### src/rtl/cic_pkg.sv
// Shared definitions for the CONV accelerator layer sequencer: memory-select codes,
// FSM state encoding and default geometry.
package cic_pkg;

  localparam int unsigned DW_DEF    = 20;
  localparam int unsigned LOG2W_DEF = 6;

  typedef enum logic [2:0] {
    NSEL = 3'b000,
    L0K0 = 3'b001,
    L0K1 = 3'b010,
    L1K0 = 3'b011,
    L1K1 = 3'b100,
    L2F  = 3'b101
  } csel_e;

  typedef enum logic [3:0] {
    S_IDLE,
    S_CONV_REQ,
    S_CONV_WAIT,
    S_WR_K0,
    S_WR_K1,
    S_POOL_RD0,
    S_POOL_RD1,
    S_POOL_RD2,
    S_POOL_RD3,
    S_POOL_LAST,
    S_WR_L1,
    S_WR_L2,
    S_DONE
  } state_e;

endpackage

### src/rtl/cic_pool_unit.sv
// 2x2 max-pool index walker (pr, pc, kernel) with address generation and a running-max register.
// Address/max outputs reflect the post-update (next-cycle) indices so the caller can register them.
module cic_pool_unit
  import cic_pkg::*;
#(
  parameter int unsigned DW    = DW_DEF,
  parameter int unsigned LOG2W = LOG2W_DEF
) (
  input  logic                 clk,
  input  logic                 reset,
  input  logic                 clear_i,
  input  logic                 adv_i,
  input  logic                 fold_i,
  input  logic                 first_i,
  input  logic [1:0]           beat_i,
  input  logic [DW-1:0]        data_i,
  output logic                 k_o,
  output logic                 k_nxt_o,
  output logic                 last_o,
  output logic [2*LOG2W-1:0]   rd_addr_o,
  output logic [2*LOG2W-1:0]   l1_addr_o,
  output logic [2*LOG2W-1:0]   l2_addr_o,
  output logic [DW-1:0]        max_nxt_o
);

  localparam int unsigned PW = LOG2W - 1;
  localparam int unsigned AW = 2 * LOG2W;

  logic [PW-1:0] pr_q, pr_d;
  logic [PW-1:0] pc_q, pc_d;
  logic          k_q, k_d;
  logic [DW-1:0] max_q, max_d;

  // Raster walk over pooled outputs; wrapping the last one moves on to kernel 1.
  always_comb begin
    pr_d = pr_q;
    pc_d = pc_q;
    k_d  = k_q;
    if (clear_i) begin
      pr_d = '0;
      pc_d = '0;
      k_d  = 1'b0;
    end else if (adv_i) begin
      if (pc_q == '1) begin
        pc_d = '0;
        if (pr_q == '1) begin
          pr_d = '0;
          k_d  = 1'b1;
        end else begin
          pr_d = pr_q + PW'(1);
        end
      end else begin
        pc_d = pc_q + PW'(1);
      end
    end
  end

  // First datum of a window loads unconditionally; later ones keep the unsigned maximum.
  always_comb begin
    max_d = max_q;
    if (fold_i && (first_i || (data_i > max_q))) begin
      max_d = data_i;
    end
  end

  always_ff @(posedge clk or posedge reset) begin
    if (reset) begin
      pr_q  <= '0;
      pc_q  <= '0;
      k_q   <= 1'b0;
      max_q <= '0;
    end else begin
      pr_q  <= pr_d;
      pc_q  <= pc_d;
      k_q   <= k_d;
      max_q <= max_d;
    end
  end

  assign k_o       = k_q;
  assign k_nxt_o   = k_d;
  assign last_o    = (pr_q == '1) && (pc_q == '1);
  assign rd_addr_o = {pr_d, beat_i[1], pc_d, beat_i[0]};
  assign l1_addr_o = AW'({pr_d, pc_d});
  assign l2_addr_o = AW'({pr_d, pc_d, k_d});
  assign max_nxt_o = max_d;

endmodule

### src/rtl/cic_layer_sequencer.sv
// Layer scheduler for the CONV accelerator: drives the conv engine per pixel, then pools and
// flattens the results, owning the single result-memory port throughout.
module cic_layer_sequencer
  import cic_pkg::*;
#(
  parameter int unsigned DW    = DW_DEF,
  parameter int unsigned LOG2W = LOG2W_DEF
) (
  input  logic               clk,
  input  logic               reset,
  input  logic               ready,
  output logic               busy,
  output logic               conv_start,
  output logic [LOG2W-1:0]   conv_row,
  output logic [LOG2W-1:0]   conv_col,
  input  logic               conv_done,
  input  logic [DW-1:0]      conv_k0,
  input  logic [DW-1:0]      conv_k1,
  output logic               crd,
  output logic [2*LOG2W-1:0] caddr_rd,
  input  logic [DW-1:0]      cdata_rd,
  output logic               cwr,
  output logic [2*LOG2W-1:0] caddr_wr,
  output logic [DW-1:0]      cdata_wr,
  output logic [2:0]         csel
);

  localparam int unsigned AW = 2 * LOG2W;

  state_e           state_q, state_d;
  logic [LOG2W-1:0] r_q, r_d;
  logic [LOG2W-1:0] c_q, c_d;
  logic [DW-1:0]    k0_q, k0_d;
  logic [DW-1:0]    k1_q, k1_d;

  logic             busy_q, busy_d;
  logic             conv_start_q, conv_start_d;
  logic             crd_q, crd_d;
  logic             cwr_q, cwr_d;
  logic [AW-1:0]    caddr_rd_q, caddr_rd_d;
  logic [AW-1:0]    caddr_wr_q, caddr_wr_d;
  logic [DW-1:0]    cdata_wr_q, cdata_wr_d;
  csel_e            csel_q, csel_d;

  logic             pool_clear, pool_adv, pool_fold, pool_first;
  logic [1:0]       beat_c;
  logic             pool_k, pool_k_nxt, pool_last;
  logic [AW-1:0]    pool_rd_addr, pool_l1_addr, pool_l2_addr;
  logic [DW-1:0]    pool_max;

  // Next-state logic and pool-unit control.
  always_comb begin
    state_d    = state_q;
    r_d        = r_q;
    c_d        = c_q;
    k0_d       = k0_q;
    k1_d       = k1_q;
    pool_clear = 1'b0;
    pool_adv   = 1'b0;
    pool_fold  = 1'b0;
    pool_first = 1'b0;
    case (state_q)
      S_IDLE: begin
        if (ready) begin
          state_d = S_CONV_REQ;
          r_d     = '0;
          c_d     = '0;
        end
      end
      S_CONV_REQ:  state_d = S_CONV_WAIT;
      S_CONV_WAIT: begin
        if (conv_done) begin
          k0_d    = conv_k0;
          k1_d    = conv_k1;
          state_d = S_WR_K0;
        end
      end
      S_WR_K0: state_d = S_WR_K1;
      S_WR_K1: begin
        c_d = c_q + LOG2W'(1);
        if (c_q == '1) begin
          r_d = r_q + LOG2W'(1);
        end
        if ((r_q == '1) && (c_q == '1)) begin
          state_d    = S_POOL_RD0;
          pool_clear = 1'b1;
        end else begin
          state_d = S_CONV_REQ;
        end
      end
      S_POOL_RD0: state_d = S_POOL_RD1;
      // Read data lags crd by one cycle, so folding runs one state behind the reads.
      S_POOL_RD1: begin
        pool_fold  = 1'b1;
        pool_first = 1'b1;
        state_d    = S_POOL_RD2;
      end
      S_POOL_RD2: begin
        pool_fold = 1'b1;
        state_d   = S_POOL_RD3;
      end
      S_POOL_RD3: begin
        pool_fold = 1'b1;
        state_d   = S_POOL_LAST;
      end
      S_POOL_LAST: begin
        pool_fold = 1'b1;
        state_d   = S_WR_L1;
      end
      S_WR_L1: state_d = S_WR_L2;
      S_WR_L2: begin
        if (pool_last && pool_k) begin
          state_d = S_DONE;
        end else begin
          pool_adv = 1'b1;
          state_d  = S_POOL_RD0;
        end
      end
      S_DONE:  state_d = S_IDLE;
      default: state_d = S_IDLE;
    endcase
  end

  // Window beat for the read issued in the upcoming state.
  always_comb begin
    beat_c = 2'd0;
    case (state_d)
      S_POOL_RD1: beat_c = 2'd1;
      S_POOL_RD2: beat_c = 2'd2;
      S_POOL_RD3: beat_c = 2'd3;
      default:    beat_c = 2'd0;
    endcase
  end

  cic_pool_unit #(
    .DW    (DW),
    .LOG2W (LOG2W)
  ) u_pool (
    .clk       (clk),
    .reset     (reset),
    .clear_i   (pool_clear),
    .adv_i     (pool_adv),
    .fold_i    (pool_fold),
    .first_i   (pool_first),
    .beat_i    (beat_c),
    .data_i    (cdata_rd),
    .k_o       (pool_k),
    .k_nxt_o   (pool_k_nxt),
    .last_o    (pool_last),
    .rd_addr_o (pool_rd_addr),
    .l1_addr_o (pool_l1_addr),
    .l2_addr_o (pool_l2_addr),
    .max_nxt_o (pool_max)
  );

  // Port values are decoded from the state being entered so they register alongside it.
  always_comb begin
    busy_d       = (state_d != S_IDLE);
    conv_start_d = (state_d == S_CONV_REQ);
    crd_d        = 1'b0;
    cwr_d        = 1'b0;
    csel_d       = NSEL;
    caddr_rd_d   = caddr_rd_q;
    caddr_wr_d   = caddr_wr_q;
    cdata_wr_d   = cdata_wr_q;
    case (state_d)
      S_WR_K0: begin
        cwr_d      = 1'b1;
        csel_d     = L0K0;
        caddr_wr_d = {r_q, c_q};
        cdata_wr_d = k0_d;
      end
      S_WR_K1: begin
        cwr_d      = 1'b1;
        csel_d     = L0K1;
        caddr_wr_d = {r_q, c_q};
        cdata_wr_d = k1_q;
      end
      S_POOL_RD0, S_POOL_RD1, S_POOL_RD2, S_POOL_RD3: begin
        crd_d      = 1'b1;
        csel_d     = pool_k_nxt ? L0K1 : L0K0;
        caddr_rd_d = pool_rd_addr;
      end
      S_WR_L1: begin
        cwr_d      = 1'b1;
        csel_d     = pool_k_nxt ? L1K1 : L1K0;
        caddr_wr_d = pool_l1_addr;
        cdata_wr_d = pool_max;
      end
      S_WR_L2: begin
        cwr_d      = 1'b1;
        csel_d     = L2F;
        caddr_wr_d = pool_l2_addr;
        cdata_wr_d = pool_max;
      end
      default: ;
    endcase
  end

  always_ff @(posedge clk or posedge reset) begin
    if (reset) begin
      state_q      <= S_IDLE;
      r_q          <= '0;
      c_q          <= '0;
      k0_q         <= '0;
      k1_q         <= '0;
      busy_q       <= 1'b0;
      conv_start_q <= 1'b0;
      crd_q        <= 1'b0;
      cwr_q        <= 1'b0;
      caddr_rd_q   <= '0;
      caddr_wr_q   <= '0;
      cdata_wr_q   <= '0;
      csel_q       <= NSEL;
    end else begin
      state_q      <= state_d;
      r_q          <= r_d;
      c_q          <= c_d;
      k0_q         <= k0_d;
      k1_q         <= k1_d;
      busy_q       <= busy_d;
      conv_start_q <= conv_start_d;
      crd_q        <= crd_d;
      cwr_q        <= cwr_d;
      caddr_rd_q   <= caddr_rd_d;
      caddr_wr_q   <= caddr_wr_d;
      cdata_wr_q   <= cdata_wr_d;
      csel_q       <= csel_d;
    end
  end

  assign busy       = busy_q;
  assign conv_start = conv_start_q;
  assign conv_row   = r_q;
  assign conv_col   = c_q;
  assign crd        = crd_q;
  assign caddr_rd   = caddr_rd_q;
  assign cwr        = cwr_q;
  assign caddr_wr   = caddr_wr_q;
  assign cdata_wr   = cdata_wr_q;
  assign csel       = csel_q;

endmodule

### config.mk
export PLATFORM = sky130hd
export DESIGN_NAME = cic_layer_sequencer
export DESIGN_NICKNAME = d
export VERILOG_FILES = /design/src/rtl/cic_pkg.sv /design/src/rtl/cic_pool_unit.sv /design/src/rtl/cic_layer_sequencer.sv
export SDC_FILE = /design/constraint.sdc
export NUM_CORES = 1
export LEC_CHECK = 0
export BUFFER_PORTS_ARGS = -buffer_cell sky130_fd_sc_hd__buf_2
export CAP_MARGIN = 20
export CORE_ASPECT_RATIO = 1.25
export CORE_MARGIN = 2
export CORE_UTILIZATION = 45
export DETAILED_ROUTE_END_ITERATION = 8
export HOLD_SLACK_MARGIN = 0.06
export PLACE_DENSITY = 0.77
export SYNTH_ARGS = -nofsm -noshare
export SYNTH_HDL_FRONTEND = slang
export SYNTH_SLANG_ARGS = --single-unit
### constraint.sdc
create_clock -name clk -period 5.06 [get_ports clk]
set_clock_uncertainty 0.15 [all_clocks]
set_input_delay 0.506 -clock clk [delete_from_list [all_inputs] [get_ports clk]]
set_output_delay 0.506 -clock clk [all_outputs]
set_load 0.05 [all_outputs]
# ---- Word-level counts from Yosys, hierarchy flattened
# Cells that the tools add are included.
dict set report word_totals {
  reg_bits 138
  latch_bits 0
  ram_bits 0
  mem_bits_ro 0
  inputBits 64
  output_inout_bits 63
  wordCells 103
  memories 0
}
dict set report classes {
  n_addsub 4
  n_mul 0
  div_mod_pow 0
  magnitude_cmp 1
  eq_ne 26
  n_shift 0
  n_mux 37
  n_bitwise 0
  n_reduce_logical 18
}
# operator n
set ops {}
lappend ops {{$mux W20} 3}
lappend ops {{$pmux W20 S3} 1}
lappend ops {{$pmux W4 S12} 1}
lappend ops {{$pmux W12 S3} 1}
lappend ops {{$mux W5} 7}
lappend ops {{$eq A4 B3 Y1 const B} 8}
lappend ops {{$eq A4 B4 Y1 const B} 7}
lappend ops {{$pmux W6 S2} 2}
lappend ops {{$gt A20 B20 Y1} 1}
lappend ops {{$pmux W3 S5} 1}
lappend ops {{$add A6 B1 Y6 const B} 2}
lappend ops {{$eq A4 B2 Y1 const B} 3}
lappend ops {{$eq A6 B6 Y1 const B} 2}
lappend ops {{$mux W1} 12}
lappend ops {{$mux W4} 3}
lappend ops {{$mux W6} 2}
lappend ops {{$reduce_or A4 Y1} 3}
lappend ops {{$add A5 B1 Y5 const B} 2}
lappend ops {{$eq A5 B5 Y1 const B} 2}
lappend ops {{$eq A4 B1 Y1 const B} 2}
lappend ops {{$mux W3} 2}
lappend ops {{$pmux W2 S3} 1}
lappend ops {{$reduce_bool A3 Y1} 2}
lappend ops {{$logic_and A1 B1 Y1} 4}
lappend ops {{9 further kinds} 12}

# ---- Depth between registers and ports, before layout
# Gate-level depths: netlist of the first run.
dict set report depth {
  ltp_word 9
  mapped_depth 10
  mapped_depth_nobuf 9
}

# ---- Cells and area by module
# From an unflattened synthesis of the first run, not the netlist that was laid out.
dict set report hier_totals {
  hier_cells 645
  hier_area_um2 6478.7
}
# module instances cells_each area_per_inst_um2 seq_area_each_um2
set modules_own_cells {}
lappend modules_own_cells {cic_layer_sequencer 1 448 4359.2 2177.1}
lappend modules_own_cells {cic_pool_unit 1 197 2119.5 775.7}

# ---- Worst setup path before layout of the first run
# OpenSTA, ideal clock, no wires.
dict set report synth_timing {
  kind {input-to-reg}
  startpoint {in cdata_rd[17]}
  endpoint {reg u_pool.max_q[10]}
  setup_time_ns 0.128
  t_arrival_ns 2.463
  required_ns 4.782
  setup_slack_ns 2.320
  stages 9
  n_path_buf 2
  path_cell_list {ha_1 -> nand4_2 -> nor4_4 -> nand4_1 -> a31oi_1 -> or2_1 -> clkbuf_1 -> buf_2 -> mux2_1}
}
dict set report synth_between {
  elab_chain_len 4
}
# element line_no
set synth_lines {}
lappend synth_lines {{start: declaration} cic_layer_sequencer.sv:21} ;# input logic [DW-1:0] cdata_rd,
lappend synth_lines {{$gt A20 B20 Y1} cic_pool_unit.sv:61} ;# if (fold_i && (first_i || (data_i > max_q))) begin
lappend synth_lines {{$logic_or A1 B1 Y1} cic_pool_unit.sv:61}
lappend synth_lines {{$logic_and A1 B1 Y1} cic_pool_unit.sv:61}
lappend synth_lines {{$mux W20} cic_pool_unit.sv:61}
lappend synth_lines {{net pool_max[10]} cic_layer_sequencer.sv:49} ;# logic [DW-1:0] pool_max;
lappend synth_lines {{end signal: assignment} cic_pool_unit.sv:76} ;# max_q <= max_d;
lappend synth_lines {{end: declaration} cic_pool_unit.sv:32} ;# logic [DW-1:0] max_q, max_d;
# The timed path passes the listed nets, and every way through them passes these cells.
# A chain may end at the register's enable or synchronous reset.

# ---- Worst setup path after layout of the first run
dict set report layout_timing {
  startpoint {reg state_q[0]}
  endpoint {reg u_pool.max_q[11]}
}
dict set report layout_between {
  elab_chain_len 5
  word_cells_on_any_way 10
  cone_classes {4 x eq/ne; 3 x mux; 3 x reduce/logical}
}
# element line_no
set layout_lines {}
lappend layout_lines {{start: declaration} cic_layer_sequencer.sv:30} ;# state_e state_q, state_d;
lappend layout_lines {{start signal: assignment} cic_layer_sequencer.sv:216} ;# state_q <= state_d;
lappend layout_lines {{$eq A4 B4 Y1 / $eq A4 B3 Y1 (equally long branches)} cic_layer_sequencer.sv:62} ;# case (state_q)
lappend layout_lines {{$reduce_or A4 Y1 (no source line) / $mux W1 (equally long branches)} n/a}
lappend layout_lines {{$mux W1 / $logic_or A1 B1 Y1 (equally long branches)} {cic_layer_sequencer.sv:62, cic_pool_unit.sv:61}}
lappend layout_lines {{$logic_and A1 B1 Y1 (*)} cic_pool_unit.sv:61}
lappend layout_lines {{$mux W20 (*)} cic_pool_unit.sv:61}
lappend layout_lines {{net pool_max[11]} cic_layer_sequencer.sv:49}
# The timed path passes the listed nets; every way through them passes the cells marked *.

==> results summary, run 1 <==
The worst supply voltage drop on vdd came out at between 0.4 and 0.5 mV. In this run the count of I/O pins placed on the die edge is 127. The total negative slack is 0 ps.

The number of inserted diodes is 0. Tracing the worst setup path back leads to its startpoint at state_q[0]$_DFF_PP0_. The horizontal die dimension came out at 111.6 um. The count of non-filler cells in the finished layout is 981.

The effective utilization at floorplan came out at 0.4557. The routed wirelength normalized by instance count is approximately 17 um. The clock tree root buffer cell is sky130_fd_sc_hd__clkbuf_16. Dividing the synthesized area by the synthesized cell count gives between 9 and 10 sq um. The count of endpoints failing hold in the final timing report came to 0. The largest delay contributor family on the critical path is simple AND/OR/NAND/NOR gates. The first-pass GRT wire length is 28080 um. The arrival time reported for the critical path endpoint is 3860 ps. The post-CTS setup buffer count came out at 0. The number of iterations in the first detailed-routing pass is 5. The critical path is of the reg -> reg type. The number of gates resized after CTS came out at 0. The total power per unit cell area came out at 725.5 nW/um^2. The deepest level of the CTS H-tree came out at 4. The overall fraction of global-route tracks in use came out at 0.2276. The via count is ~5.6k. The number of warnings issued by yosys is 0. The post-detailed-route DRC marker count came out at 0. After the first detailed-routing iteration, the DRC count stood at 421.

The worst setup path is launched from a register. Setup repair after global routing left no endpoint under its margin. The number of pins with negative max-slew slack in the final report came out at 0. Leaving out fill and tap cells, the most frequent cell in the layout is sky130_fd_sc_hd__buf_2. The delay of the slowest cell on the worst path came out at 800 ps.

TritonCTS built the clock tree. The die extent in y is 138.5 um. Together, buffers and inverters on the worst path number 1. The net total in the final layout came out at slightly below 900. The net count after synthesis is around 800. For this run, the leading register cell type out of synthesis is sky130_fd_sc_hd__dfrtp_1. The reported leakage power is 3.846 nW. The reg-to-reg critical path startpoint is state_q[0]$_DFF_PP0_.

For the pin with the worst max-slew slack, the measured transition is 978.1 ps. The headroom to the max-slew limit is 0.3460. The worst hold path belongs to the class in -> reg. The wire length after detailed routing is 16970 um.

The tool flagged a number of max-cap violations equal to 0. Based on the critical path, the design can be clocked at up to 0.2694 GHz. In this run the cell area of the synthesized design comes to ~6500 sq um. After global routing the overflow that remains totals 0. The via count of the first global-routing pass is 5484.

The clock-pin slew on the worst setup and hold paths came out at 50 ps. The placed wire-length estimate after detailed placement came out at 11860 um. In the finished design, the share of the clock period the worst path needs comes to 0.7337.

In this run the most critical hold path is launched from conv_k1[2]. The number of library cell types mapped by synthesis is 57. The count of flip-flops with a built-in enable after synthesis is 0. The number of buffers on the longest clock path came out at 2. In this run, post-CTS hold repair placed 0 buffers. The required time of the critical path came out at between 5000 and 6000 ps.

The minimum setup slack among reg-to-reg paths came out at around 1300 ps. The post-detailed-route count of antenna-violating nets came out at 0. The initial antenna violation count came out at 0.

For the finished layout, the period the worst path requires is approximately 3700 ps. The number of rows created at floorplan is 49. The gate count of the mapped netlist came out at 688. The area growth from synthesis to layout is 19.87%. The cell with the largest stage delay on the worst path is sky130_fd_sc_hd__dfrtp_1. The placed cell count came out at 952. Using the TritonRoute via totals, the vias-per-cell ratio works out to roughly 5.7.

The minimum hold slack came out at about 120 ps. The worst setup path is captured at a register. The maximum net fanout on the critical path came out at 23. In the final layout, the share of cells above drive strength 1 is 0.2179. The sink count of the clock tree came out at 118. In this run the tool buffered the top-level ports with 126 buffer cells. Setup violations remaining at the end of the flow were counted as 0. The clock latency on the worst-skew pair is 420 ps. The run finished with clean final reports. Traced cell by cell, the critical path runs through nand2b_1, nor2_1, nor4_1, o2111a_1, or2_1, buf_12, mux2_1. The library cells used most frequently in the layout, excluding fill and tap cells, are 126 x sky130_fd_sc_hd__buf_2, 118 x sky130_fd_sc_hd__dfrtp_1, 114 x sky130_fd_sc_hd__nand2_1. The CTS buffer count came out at 17.

The core region is 14290 sq um. The synthesized flop and latch total is 118. At the end of routability-driven placement, the weighted congestion stood at about 0.86. Entering global routing, the biggest net connects 76 pins. The floorplan step defined a die boundary enclosing 15450 sq um. The share of the Yosys chip area taken by registers is 0.4536. The proportion of register bits with asynchronous set or reset after synthesis is 1.000.
per-stage QoR:
step,power [W],util,worst slack [ps],area (sq um)
6_report,0.005662,0.5463,1348,7804
5_1_grt,0.006018,0.5463,1102,7804
4_1_cts,0.005668,0.5463,1353,7804
3_5_place_dp,0.004447,0.5060,1301,7228
3_3_place_gp,0.004397,0.5060,1350,7228
2_1_floorplan,0.003805,-,1275,6510
final cells by class:
cell class | count | area (sq um)
fillers | 1313 | 6481
multi-input cells | 498 | 3264
flip-flops and latches | 118 | 2953
repair buffers | 132 | 688.2
clock buffers | 19 | 442.9
well taps | 178 | 222.7
clock inverters | 10 | 132.6
inverters | 26 | 100.1
cell usage after synthesis, types with 2 or more instances:
master | n | area share
sky130_fd_sc_hd__a21oi_1 | 72 | 0.055
sky130_fd_sc_hd__a221oi_1 | 2 | 0.0027
sky130_fd_sc_hd__a222oi_1 | 3 | 0.0046
sky130_fd_sc_hd__a22oi_1 | 2 | 0.0023
sky130_fd_sc_hd__a2bb2oi_1 | 20 | 0.027
sky130_fd_sc_hd__a31oi_1 | 6 | 0.0058
sky130_fd_sc_hd__and2_1 | 5 | 0.0048
sky130_fd_sc_hd__and3_1 | 9 | 0.0086
sky130_fd_sc_hd__buf_2 | 14 | 0.011
sky130_fd_sc_hd__buf_4 | 3 | 0.0035
sky130_fd_sc_hd__clkbuf_1 | 27 | 0.016
sky130_fd_sc_hd__dfrtp_1 | 118 | 0.45
sky130_fd_sc_hd__ha_1 | 26 | 0.050
sky130_fd_sc_hd__inv_1 | 25 | 0.014
sky130_fd_sc_hd__mux2_1 | 29 | 0.050
sky130_fd_sc_hd__mux2i_1 | 25 | 0.038
sky130_fd_sc_hd__nand2_1 | 114 | 0.066
sky130_fd_sc_hd__nand2b_1 | 5 | 0.0048
sky130_fd_sc_hd__nand3_1 | 16 | 0.012
sky130_fd_sc_hd__nand4_1 | 5 | 0.0048
sky130_fd_sc_hd__nor2_1 | 43 | 0.025
sky130_fd_sc_hd__nor2b_1 | 10 | 0.0096
sky130_fd_sc_hd__nor3_1 | 8 | 0.0062
sky130_fd_sc_hd__o211ai_1 | 40 | 0.046
sky130_fd_sc_hd__o21ai_0 | 20 | 0.015
sky130_fd_sc_hd__o21ai_1 | 2 | 0.0015
sky130_fd_sc_hd__o221a_2 | 2 | 0.0035
sky130_fd_sc_hd__o221ai_1 | 3 | 0.0040
sky130_fd_sc_hd__or3_1 | 2 | 0.0019
sky130_fd_sc_hd__xor2_1 | 5 | 0.0067
worst paths after layout:
| check | endpoint | depth (start not counted) |
|---|---|---|
| setup / recovery | u_pool.max_q[11]$_DFF_PP0_ | 7 |
| hold / removal | k1_q[2]$_DFFE_PP0P_ | 3 |
| setup reg to reg | u_pool.max_q[11]$_DFF_PP0_ | 7 |
| hold reg to reg | k1_q[10]$_DFFE_PP0P_ | 2 |
| max in group asynchronous | busy$_DFF_PP0_ | 3 |
| min in group asynchronous | k1_q[5]$_DFFE_PP0P_ | 2 |
kinds of logic after synthesis:
logic type | after synthesis | share of synthesized area
buffers and inverters | 72 | 0.04709
AOI/OAI and AO/OA | 183 | 0.1891
adders and majority gates | 26 | 0.04997
DFF | 118 | 0.4536
and+or+nand+nor | 228 | 0.1618
xor gates and xnor gates | 6 | 0.008072
muxes | 55 | 0.09033
routing by layer:
metal  vias up  part of all wire  GRT usage
met3        33             0.057    0.05085
met5         -                 0          0
met2       196              0.50     0.3745
met4         0             0.023    0.08837
li1       2667                 -          -
met1      2734              0.42     0.2936
worst min-delay path: stages:
cell	delay, ps
sky130_fd_sc_hd__buf_2	70
sky130_fd_sc_hd__nand2_1	40
sky130_fd_sc_hd__nand2_1	40
where the power goes:
part / total, W / switching [W] / leakage [nW] / internal (W)
Combinational: 0.00283 / 0.00189 / 2.08 / 0.000938
Sequential: 0.00163 / 0.000314 / 1.49 / 0.00132
Clock: 0.00120 / 0.000426 / 0.276 / 0.000773
sequential cells by signal (all words and copies together) (netlist names):
| signal | cells |
|---|---|
| csel | 3 |
| cwr | 1 |
| caddr_rd | 12 |
| u_pool.pr_q | 5 |
| conv_col | 6 |
| conv_start | 1 |
| u_pool.max_q | 20 |
| k1_q | 20 |
| cdata_wr | 20 |
| conv_row | 6 |
| busy | 1 |
| caddr_wr | 12 |
| state_q | 4 |
| u_pool.k_o | 1 |
| crd | 1 |
| u_pool.pc_q | 5 |
(Power assumes the default switching activity.)
==> run 2, diff against run 1 <==
--- a/config.mk
+++ b/config.mk
@@ -5,6 +5,7 @@
 export SDC_FILE = /design/constraint.sdc
 export NUM_CORES = 1
 export LEC_CHECK = 0
+export ABC_AREA = 1
 export BUFFER_PORTS_ARGS = -buffer_cell sky130_fd_sc_hd__buf_2
 export CAP_MARGIN = 20
 export CORE_ASPECT_RATIO = 1.25
==> constraint.sdc (replaced) <==
create_clock -name clk -period 3.45 [get_ports clk]
set_clock_uncertainty 0.15 [all_clocks]
set_input_delay 0.345 -clock clk [delete_from_list [all_inputs] [get_ports clk]]
set_output_delay 0.345 -clock clk [all_outputs]
set_load 0.05 [all_outputs]
==> results summary, run 2 <==
The run finished with clean final reports. The placed wire-length estimate after detailed placement is ~12000 um. The clock group share of total power is 0.234. The count of endpoints failing hold in the final timing report came out at 0. The total negative slack came out at 0 ps. The post-detailed-route count of antenna-violating nets came out at 0. The worst supply voltage drop on vdd came out at around 0.76 mV. The routed wirelength normalized by instance count came out at 15.37 um.

Input and output buffers added on the ports amount to 126. Setup repair after global routing left no endpoint under its margin. The maximum number of pins on one net before global-route repair is 63. The CTS tree is yes. The classification of the worst setup path is reg -> reg. The number of gates resized after CTS came out at 0. The net count after synthesis is 871. The minimum clock period came out at 2810 ps. The delay of the slowest cell on the worst path is 380 ps. Wires add up to 17190 um. Ranked by total cell area, the synthesized netlist is headed by sky130_fd_sc_hd__dfrtp_1 48%, sky130_fd_sc_hd__nand2_1 12%, sky130_fd_sc_hd__nor2_1 5.8%.

The die area came out at 14840 sq um. The minimum hold slack came out at ~140 ps. The headroom to the max-slew limit came out at 0.4270.

The post-route cell area came out at 7910 sq um. The deepest level of the CTS H-tree came out at 4. The global route total overflow is 0. The number of rows created at floorplan is 48. The reported leakage power came out at 4.165 nW. The synthesized design contains 0 enable-type register cells. The number of pins with negative max-slew slack in the final report came out at 0. The number of inserted diodes came out at 0. At the worst endpoint, the required time is 3590 ps. The clock tree root buffer cell is sky130_fd_sc_hd__clkbuf_16. In this run the standard cell core region covers 13690 sq um. Walking the worst path, the cells encountered are ha_1, inv_1, nor3_1, ha_1, nand3_2, nand2_4, nor2_8, nor4_4, nand2_1, nand3_2, nand2_2, a21oi_1, nand2_1. The fraction of the core area covered by cells at the end of the flow is 0.5777.

Yosys instantiated no cell more often than sky130_fd_sc_hd__nand2_1. The clock latency on the worst-skew pair came out at 420 ps. The number of iterations in the first detailed-routing pass is 7. In the layout the commonest cells are 204 x sky130_fd_sc_hd__nand2_1, 126 x sky130_fd_sc_hd__buf_2, 119 x sky130_fd_sc_hd__dfrtp_1. The largest individual stage delay along the critical path comes from the cell sky130_fd_sc_hd__dfrtp_1. The worst setup path is launched from a register. The library cell used most frequently in the layout, excluding fill and tap cells, is sky130_fd_sc_hd__nand2_1. The mapped cell area is 6246 sq um. The pin slew with the least headroom to its limit came out at 857.7 ps.

Among all flip-flop cells after synthesis, the most frequent one is sky130_fd_sc_hd__dfrtp_1. The combinational share of power is 0.480. The effective utilization at floorplan came out at 0.4561.

From synthesis to final layout, the design area changed by 26.64%. The netlist uses 45 different library cells. The via count of the first global-routing pass is 5632. The classification of the worst-slack hold path is in -> reg. Cell internal power was estimated by the tool at around 0.0043 W. The horizontal die dimension came out at 109.4 um. Averaged over all synthesized cells, the footprint is 7.997 sq um. The final estimated routing congestion in global placement is about 0.8.

The critical path runs through a total of 13 cells. In this run the register-to-register setup slack is 640 ps. The total power came out at 0.008141 W. The cell family contributing the most delay on the critical path is simple AND/OR/NAND/NOR gates.

The die extent in y is 135.7 um. The count of buffering cells on the critical path with inverters included came out at 1. The synthesized flop and latch total is 119.

The post-synthesis cell type with the largest combined area is sky130_fd_sc_hd__dfrtp_1. CTS saw 119 sinks. The via count is 5782. The commonest cells after synthesis are 204 x sky130_fd_sc_hd__nand2_1, 119 x sky130_fd_sc_hd__dfrtp_1, 96 x sky130_fd_sc_hd__nor2_1, 79 x sky130_fd_sc_hd__inv_1, 63 x sky130_fd_sc_hd__nand3_1. The detailed-route vias per instance came out at 5.172.

Buffers inserted during clock tree synthesis total 17. The final cycle utilization of the critical path is 0.8144. The tool flagged a number of max-cap violations equal to 0. The arrival time reported for the critical path endpoint is 2950 ps.

For this run, design rule violations remaining after detail routing come to 0. The initial antenna violation count is 0. The total net switching power is 0.003865 W. The fraction of power consumed by sequential logic is 0.287. The gate count of the mapped netlist came out at 781. Of the cells placed in the final design, the portion with a size suffix greater than 1 is 0.2248. The worst setup path is captured at a register. Clock-pin slew was measured on the worst setup and hold paths at 60 ps. The placed instances occupy a cell area of 7063 sq um. Setup violations remaining at the end of the flow were counted as 0. The total power per unit cell area came out at a little over 1000 nW/um^2. The switching fraction of total power is 0.4748. The number of ports placed on the die boundary came out at 127. Of the synthesized area, sequential elements account for 0.4768. The depth of the most critical reg-to-reg path is 13. The worst hold path stage count is 4. The proportion of register bits with asynchronous set or reset after synthesis came out at 1.000.

The maximum net fanout on the critical path is 14. The net total in the final layout came out at just over 1k. The highest attainable clock frequency is 0.3559 GHz. The number of design-rule violations left by the first detailed-router iteration is 420. The overall fraction of global-route tracks in use came out at 0.2414.

The share of the synthesized area in the top cell type came out at 0.4768. The first-pass GRT wire length is 27320 um. The number of warnings issued by yosys is 0.

No sink is reached through more buffers than the 2 on the longest clock path.
-- run 2: changes by cell type after synthesis, moves of 12 or more --
cell                        before  now
sky130_fd_sc_hd__a21oi_1        72   60
sky130_fd_sc_hd__a2bb2oi_1      20    0
sky130_fd_sc_hd__and2_1          5   20
sky130_fd_sc_hd__clkbuf_1       27   15
sky130_fd_sc_hd__inv_1          25   79
sky130_fd_sc_hd__mux2_1         29    0
sky130_fd_sc_hd__mux2i_1        25    0
sky130_fd_sc_hd__nand2_1       114  204
sky130_fd_sc_hd__nand3_1        16   63
sky130_fd_sc_hd__nor2_1         43   96
sky130_fd_sc_hd__o211ai_1       40    1
-- run 2: what timing repair did --
action / CTS / global route
buffers inserted: 0 / 0
hold buffers: 22 / 0
hold endpoints to repair: 58 / 0
-- run 2: cell type report --
cell class,instances,area (sq um)
flip-flops and latches,119,2978
clock buffers,17,425.4
multi-input cells,543,2790
well taps,175,219.0
clock inverters,15,201.4
repair buffers,158,950.9
fillers,1255,5783
inverters,91,345.3
-- run 2: cells by family (layout without fill, tap and decap cells) --
group,Yosys count,after routing,share of synthesized area
xor gates and xnor gates,1,1,0.001402
adders and majority gates,26,26,0.05208
buffers and inverters,119,281,0.07652
DFF,119,119,0.4768
and+or+nand+nor,422,422,0.3063
AOI/OAI and AO/OA,94,94,0.08694
-- run 2: metrics by stage --
stage               std cells  setup slack [ps]
global placement         1064             667.7
floorplan                 781              1181
detailed placement       1064             634.2
CTS                      1118             627.2
global route             1118             412.8
finish                   1118             640.4
-- run 2: path summary, 6_finish.rpt --
check | from | end
setup / recovery | u_pool.pr_q[0]$_DFF_PP0_ | csel[1]$_DFF_PP0_
hold / removal | cdata_rd[9] | u_pool.max_q[9]$_DFF_PP0_
setup reg to reg | u_pool.pr_q[0]$_DFF_PP0_ | csel[1]$_DFF_PP0_
hold reg to reg | k1_q[16]$_DFFE_PP0P_ | k1_q[16]$_DFFE_PP0P_
max in group asynchronous | reset | k1_q[5]$_DFFE_PP0P_
min in group asynchronous | reset | caddr_rd[10]$_DFFE_PP0N_
-- run 2: worst min-delay path: cells and delay by family --
family                 cells  cell delay [ps]
and+or+nand+nor            2              200
buffers and inverters      2              140
-- run 2: power groups by stage --
stage                     registers, W  clock network, W  logic (W)
after detailed placement       0.00234                 0    0.00389
after floorplan                0.00332                 0    0.00194
after CTS                      0.00233           0.00191    0.00392
after global routing           0.00239           0.00197    0.00429
after global placement         0.00233                 0    0.00380
final                          0.00233           0.00190    0.00391
-- run 2: per-layer routing --
| metal | vias up | track usage | wire, um |
|---|---|---|---|
| met1 | 2753 | 0.2800 | 6630 |
| met3 | 35 | 0.05868 | 1036 |
| li1 | 2797 | - | - |
| met5 | - | 0 | 0 |
| met2 | 197 | 0.4218 | 8999 |
| met4 | 0 | 0.09845 | 520 |
